[src/rtl/pool_pkg.sv]
// Shared types and helpers for the 2x2 max-pool window generator.
package pool_pkg;
  localparam int DATA_WIDTH = 32;

  typedef logic [DATA_WIDTH-1:0]   pix_t;
  typedef logic [2*DATA_WIDTH-1:0] pix_pair_t;

  // Bits needed to count 0..n-1; never less than one bit.
  function automatic int cnt_width(input int n);
    return (n > 1) ? $clog2(n) : 1;
  endfunction
endpackage

[src/rtl/pool_line_buffer.sv]
// Half-row buffer: stores {even col, odd col} pixel pairs of the even row.
// Synchronous write, combinational read, no reset (contents are don't-care).
module pool_line_buffer
  import pool_pkg::*;
#(
  parameter int DEPTH = 14,
  parameter int WIDTH = 64,
  parameter int AW    = cnt_width(DEPTH)
) (
  input  logic             clk,
  input  logic             wr_en,
  input  logic [AW-1:0]    wr_addr,
  input  logic [WIDTH-1:0] wr_data,
  input  logic [AW-1:0]    rd_addr,
  output logic [WIDTH-1:0] rd_data
);
  logic [WIDTH-1:0] mem [DEPTH];

  always_ff @(posedge clk) begin
    if (wr_en) mem[wr_addr] <= wr_data;
  end

  assign rd_data = mem[rd_addr];
endmodule

[src/rtl/pool2x2_window_gen.sv]
// Raster-order pixel stream to parallel 2x2 stride-2 windows for max-pool.
// Optional SOF_SYNC_EN adds pix_sof realignment and a sof_err strobe.
module pool2x2_window_gen
  import pool_pkg::*;
#(
  parameter int DATA_WIDTH = pool_pkg::DATA_WIDTH,
  parameter int IMG_WIDTH  = 28,
  parameter int IMG_HEIGHT = 28
) (
  input  logic                  clk,
  input  logic                  reset,
  input  logic [DATA_WIDTH-1:0] pix_in,
  input  logic                  pix_valid,
`ifdef SOF_SYNC_EN
  input  logic                  pix_sof,
  output logic                  sof_err,
`endif
  output logic [DATA_WIDTH-1:0] win_tl,
  output logic [DATA_WIDTH-1:0] win_tr,
  output logic [DATA_WIDTH-1:0] win_bl,
  output logic [DATA_WIDTH-1:0] win_br,
  output logic                  win_valid,
  output logic                  frame_done
);
  localparam int CW    = cnt_width(IMG_WIDTH);
  localparam int RW    = cnt_width(IMG_HEIGHT);
  localparam int DEPTH = IMG_WIDTH / 2;
  localparam int AW    = cnt_width(DEPTH);

  logic [CW-1:0]           col_cnt, col, half;
  logic [RW-1:0]           row_cnt, row;
  logic [DATA_WIDTH-1:0]   hold;
  logic [2*DATA_WIDTH-1:0] rd_pair;
  logic                    wr_en, emit, col_last, row_last;

  // Effective position of the current pixel; SOF forces it to the origin.
  always_comb begin
    col = col_cnt;
    row = row_cnt;
`ifdef SOF_SYNC_EN
    if (pix_sof) begin
      col = '0;
      row = '0;
    end
`endif
  end

  assign half     = col >> 1;
  assign col_last = (col == CW'(IMG_WIDTH - 1));
  assign row_last = (row == RW'(IMG_HEIGHT - 1));
  assign wr_en    = pix_valid & ~row[0] & col[0];
  assign emit     = pix_valid &  row[0] & col[0];

  pool_line_buffer #(
    .DEPTH (DEPTH),
    .WIDTH (2 * DATA_WIDTH),
    .AW    (AW)
  ) u_lb (
    .clk     (clk),
    .wr_en   (wr_en),
    .wr_addr (half[AW-1:0]),
    .wr_data ({hold, pix_in}),
    .rd_addr (half[AW-1:0]),
    .rd_data (rd_pair)
  );

  always_ff @(posedge clk) begin
    if (reset) begin
      col_cnt    <= '0;
      row_cnt    <= '0;
      hold       <= '0;
      win_tl     <= '0;
      win_tr     <= '0;
      win_bl     <= '0;
      win_br     <= '0;
      win_valid  <= 1'b0;
      frame_done <= 1'b0;
    end else begin
      win_valid  <= emit;
      frame_done <= pix_valid & col_last & row_last;
      if (pix_valid) begin
        if (col_last) begin
          col_cnt <= '0;
          row_cnt <= row_last ? '0 : row + 1'b1;
        end else begin
          col_cnt <= col + 1'b1;
        end
        if (!col[0]) hold <= pix_in;
      end
      if (emit) begin
        win_tl <= rd_pair[2*DATA_WIDTH-1:DATA_WIDTH];
        win_tr <= rd_pair[DATA_WIDTH-1:0];
        win_bl <= hold;
        win_br <= pix_in;
      end
    end
  end

`ifdef SOF_SYNC_EN
  always_ff @(posedge clk) begin
    if (reset) sof_err <= 1'b0;
    else       sof_err <= pix_valid & pix_sof & ((col_cnt != '0) | (row_cnt != '0));
  end
`endif
endmodule
[config.mk]
export PLATFORM = sky130hd
export DESIGN_NAME = pool2x2_window_gen
export DESIGN_NICKNAME = d
export VERILOG_FILES = /design/src/rtl/pool_pkg.sv /design/src/rtl/pool_line_buffer.sv /design/src/rtl/pool2x2_window_gen.sv
export SDC_FILE = /design/constraint.sdc
export NUM_CORES = 1
export LEC_CHECK = 0
export CAP_MARGIN = 0
export CORE_MARGIN = 2
export CORE_UTILIZATION = 26
export CTS_CLUSTER_SIZE = 30
export DETAILED_ROUTE_END_ITERATION = 7
export GPL_ROUTABILITY_DRIVEN = 0
export GPL_TIMING_DRIVEN = 0
export MAX_ROUTING_LAYER = met4
export PLACE_DENSITY_LB_ADDON = 0.08
export SLEW_MARGIN = 30
export SYNTH_ARGS = -nofsm -noshare
export SYNTH_HDL_FRONTEND = slang
export SYNTH_SLANG_ARGS = --single-unit
[constraint.sdc]
create_clock -name clk -period 9.07 [get_ports clk]
set_clock_uncertainty 0.2 [all_clocks]
set_input_delay 0.907 -clock clk [delete_from_list [all_inputs] [get_ports clk]]
set_output_delay 0.907 -clock clk [all_outputs]
set_load 0.005 [all_outputs]
Word level (Yosys, flattened, before mapping)
Memory sizes are Yosys's and may differ from the RTL's. A register that Yosys moved wholly into a read port is not among the register bits.
Cells that the tools add are included.
Cells by class
  mux-type cells: 4
  eq/ne operators: 2
  add/subtract/negate cells: 2
  reductions and logical operators: 2
  bitwise operators: 8
Operator list (number)
  5-bit by 1-bit adder with 5-bit output, second input constant: 2
  5-bit equality test, second input constant: 2
  5-bit 2-to-1 mux: 2
  1-bit AND: 6
  2-bit AND reduction: 2
  1-bit 2-to-1 mux: 2
  1-bit NOT: 2
Word-level totals
  bits of input ports: 35
  flip-flop bits (word level): 108
  memories kept: 1
  word-level logic and storage cells: 26
  output and inout port bits: 130
  memory bits (writable): 896
Memory list
  u_lb.mem: depth 14, width 64, rd ports 1, clocked after Yosys merged registers in 1, wr ports 1, RTL line pool_line_buffer.sv:17  | logic [WIDTH-1:0] mem [DEPTH];

Longest topological paths before layout
  depth after elaboration: 5
  depth in mapped cells: 8
  mapped depth without buffers: 5

By module
From an unflattened synthesis, not the netlist that was laid out.
Second synthesis, totals
  cell total of the unflattened synthesis: 2201
  area, all modules: 40204.8 µm²
Modules (own cells, without submodules)
  pool_line_buffer: area each 33872.5 µm², cells each 1445, times used 1, sequential area each 26905.8 µm²
  pool2x2_window_gen: area each 6332.3 µm², cells each 756, times used 1, sequential area each 3443.3 µm²

Worst setup path after synthesis
OpenSTA, ideal clock, no wires.
  kind: input-to-reg
  from: input port pix_valid
  to: memory u_lb.mem[3][0] (enable)
  buffers on the path: 1
  path slack: 2.480 ns
  data required time: 8.305 ns
  arrival: 5.824 ns
  cell stages on the path: 4
  library setup time: 0.565 ns
  path through: clkbuf_1 nor2b_1 nand4_1 nor3_1
Between the ends
  cells in the longest elaborated chain, start to end: 4
RTL lines
  from (decl): RTL line pool2x2_window_gen.sv:13  | input logic pix_valid,
  1-bit AND (2 in a row): RTL line pool2x2_window_gen.sv:51  | assign wr_en = pix_valid & ~row[0] & col[0];
  1-bit 2-to-1 mux: RTL line pool_line_buffer.sv:20  | if (wr_en) mem[wr_addr] <= wr_data;
  1-bit 2-to-1 mux (not written as such): RTL line pool_line_buffer.sv:20
  to (decl): RTL line pool_line_buffer.sv:17
No other way between the ends.

Worst setup path in the final report
  from: register col_cnt[1], in the netlist col[1]
  to: memory u_lb.mem[1][3] (enable)
RTL lines
  from (decl): RTL line pool2x2_window_gen.sv:30  | logic [CW-1:0] col_cnt, col, half;
  from (signal assigned): RTL line pool2x2_window_gen.sv:86  | col_cnt <= col + 1'b1;
No word-level cell before the write port.

==> run metrics <==
Worst path max stage delay 0.59 ns; Ys Warns 0; die footprint 157000 sq um; initial antenna violation count 5; # diodes 0; PnR worst setup slack 4.94 ns; RSZ-0062 raised after global routing false; Initial Util 26.1%; layout cell share with drive strength beyond 1 15.0%; CP required 9.30 ns; post-DP HPWL 101 mm; critical path capture point type flop; relative slew slack 29.4%; EDFF count, synth between 800 and 900; reg2reg path depth 11; Die W ~400 microns; synth-to-layout area growth 25.4%; mapped cell area 40100 sq um; FF-to-FF Start col[1]; most frequent cell after synthesis edfxtp_1; crit path kind flop to flop; CORE AREA 154000 sq um; remaining global-route overflow 0; final number of hold-violating endpoints 0; CTS tree built; row cnt 144; Critical Path End u_lb.mem[1][3]; final wirelength 143 mm; area leader, netlist edfxtp_1; Seq cells post-synth 1068; Initial DRC Count 2107; synthesized net count 2526; Synth area leaders edfxtp_1 67%, mux2i_1 9.3%, dfxtp_1 8.6%, nand2_1 2.0%, o22ai_1 1.6%; Worst-path clk slew 0.06 ns; CTS root buffer clkbuf_16; Period minus WS final approximately 4.1 ns; Netlist cell types 40; first-pass GRT wire length 196 mm; largest net degree at the start of global routing 19; crit-path max FO 10; async set or reset register ratio after synthesis 0%; clock insertion delay at the later pin of the skew report roughly 0.75 ns; crit-path cells buf_6 > buf_4 > buf_4 > buf_2 > nand4b_1 > nor3_2 > buf_4 > buf_4 > buf_4 > buf_4 > buf_4; clock buffer count from CTS 120; # IOs 165; post-CTS sizing 0; Die Ht 397 microns; CP bufs+invs 9; DRC errors left 0; Via density 4.73; flop2flop setup slack 4.94 ns; post-synthesis sequential area ratio 75.7%; wire per inst 28.5 microns; Worst Hold Class flop to flop; critical path launch point col[1]; Startpoint Class flop; Nets ~2900; Final Cycle Share about 46%; PwrDens approximately 210 nW/um^2; I/O Buffers 163; Crit path max-delay family buffers and inverters; via count 23800; Leak 15.4 nW; Yosys top cell area share 67.1%; cell mode on critical path buf_4; status finished clean; Mapped Cells 2489; Fin Setup TNS 0 ns; first drt pass iteration count 5; Fmax 242 MHz; Final ANT Viol Nets 0; Least-Margin Pin Slew 1.06 ns; Slew Limit Fails 0; commonest cells in the netlist 896 x edfxtp_1, 371 x mux2i_1, 209 x nand2_1, 172 x dfxtp_1, 121 x a21oi_1; Setup violations, final 0; total track usage 18.5%; Reg-to-Reg End u_lb.mem[1][3]; Hold Buf Count CTS 0; vias in the first global route 24000; highest-delay cell along the critical path nor3_2; depth of the CTS H-tree 3; DP Worst Slack 4.44 ns; Synth Area per Inst 16.1 sq um; Max-cap violations 0; Main synth FF type edfxtp_1; CTS sink cnt 1068; # Post-CTS Setup Buffers 0; peak supply drop about 150 uV; clock buffer depth 3; Arr. time, crit path 4.36 ns; CP Depth 11
[registers in the layout (all words and copies together) (netlist names)]
name,flops
frame_done,1
win_valid,1
hold,32
row,5
col,5
win_tl,32
win_bl,32
win_tr,32
u_lb.mem,896
win_br,32
[cells by family after synthesis]
logic type               Yosys count  synth area share (%)
AND/OR/NAND/NOR                  437                  4.70
adder cells (fa/ha/maj)            2                0.0624
multiplexers                     415                  11.1
flip-flops                      1068                  75.7
buffers and inverters            168                  2.17
AO/OA/AOI/OAI                    394                  6.14
XOR/XNOR                           5                 0.109
[metal layers]
layer	vias up	part of all wire, %	global-route usage, %
met1	12300	46	25.1
met3	213	6.6	3.69
met2	804	45	27.8
met4	0	2.8	5.89
met5	-	0	-
li1	10500	-	-
[final cells by class]
class	count	area, sq um
timing repair buffer	273	3510
clock buffer	174	3440
inverter	4	15.0
clock inverter	55	578
fill	14900	103000
tap	2044	2560
sequential	1068	30300
multi-input combinational	1253	8970
buffer	164	872
[per-stage QoR]
step           cells  hold slack (ns)  util, %  instance area, sq um  total power, mW
5_1_grt         5035            0.286     32.8                 50300             11.0
4_1_cts         5035            0.261     32.8                 50300             10.8
3_5_place_dp    4806            0.252     30.1                 46300             5.81
6_report        5035            0.257     32.8                 50300             10.6
3_3_place_gp    4696            0.253     28.8                 44300             5.80
2_1_floorplan   2489            0.253        -                 40100             5.62
[report_power, final]
group	leakage, nW	switching, mW	internal (mW)
logic	3.90	0.215	0.0881
registers	9.52	0.0508	5.35
clock network	1.95	2.02	2.91
total	15.4	2.29	8.35
[layout by cell type (no fill, tap or decap), drive strengths merged, types with 3 or more instances in the layout]
cell type	n
nor4	30
mux2i	371
mux2	22
clkinv	36
mux4	22
o22ai	105
a211oi	50
inv	7
dfxtp	172
edfxtp	896
nor3	36
a22oi	15
clkinvlp	6
bufinv	10
clkdlybuf4s50	160
a221oi	15
a21oi	121
or3b	3
clkbuf	249
nand3	5
nor2	120
o21ai	51
nand2b	5
nand4	15
xnor2	4
nor2b	5
buf	202
o221ai	35
nand2	209
[tightest hold or removal path, delay by kind of cell, from the launching register on]
| family | cells | cell delay, ns |
|---|---|---|
| AO/OA/AOI/OAI | 1 | 0.05 |
| AND/OR/NAND/NOR | 1 | 0.05 |
| flip-flops | 1 | 0.31 |
[worst min path at each step]
stage,cells after the start,endpoint,startpoint
after global routing,2,win_bl[25],win_bl[25]
after floorplan,2,win_bl[0],win_bl[0]
after global placement,2,win_br[18],win_br[18]
after detailed placement,2,win_bl[26],win_bl[26]
final,2,win_bl[26],win_bl[26]
after CTS,2,win_bl[26],win_bl[26]
Power figures use the tool's default switching activity.
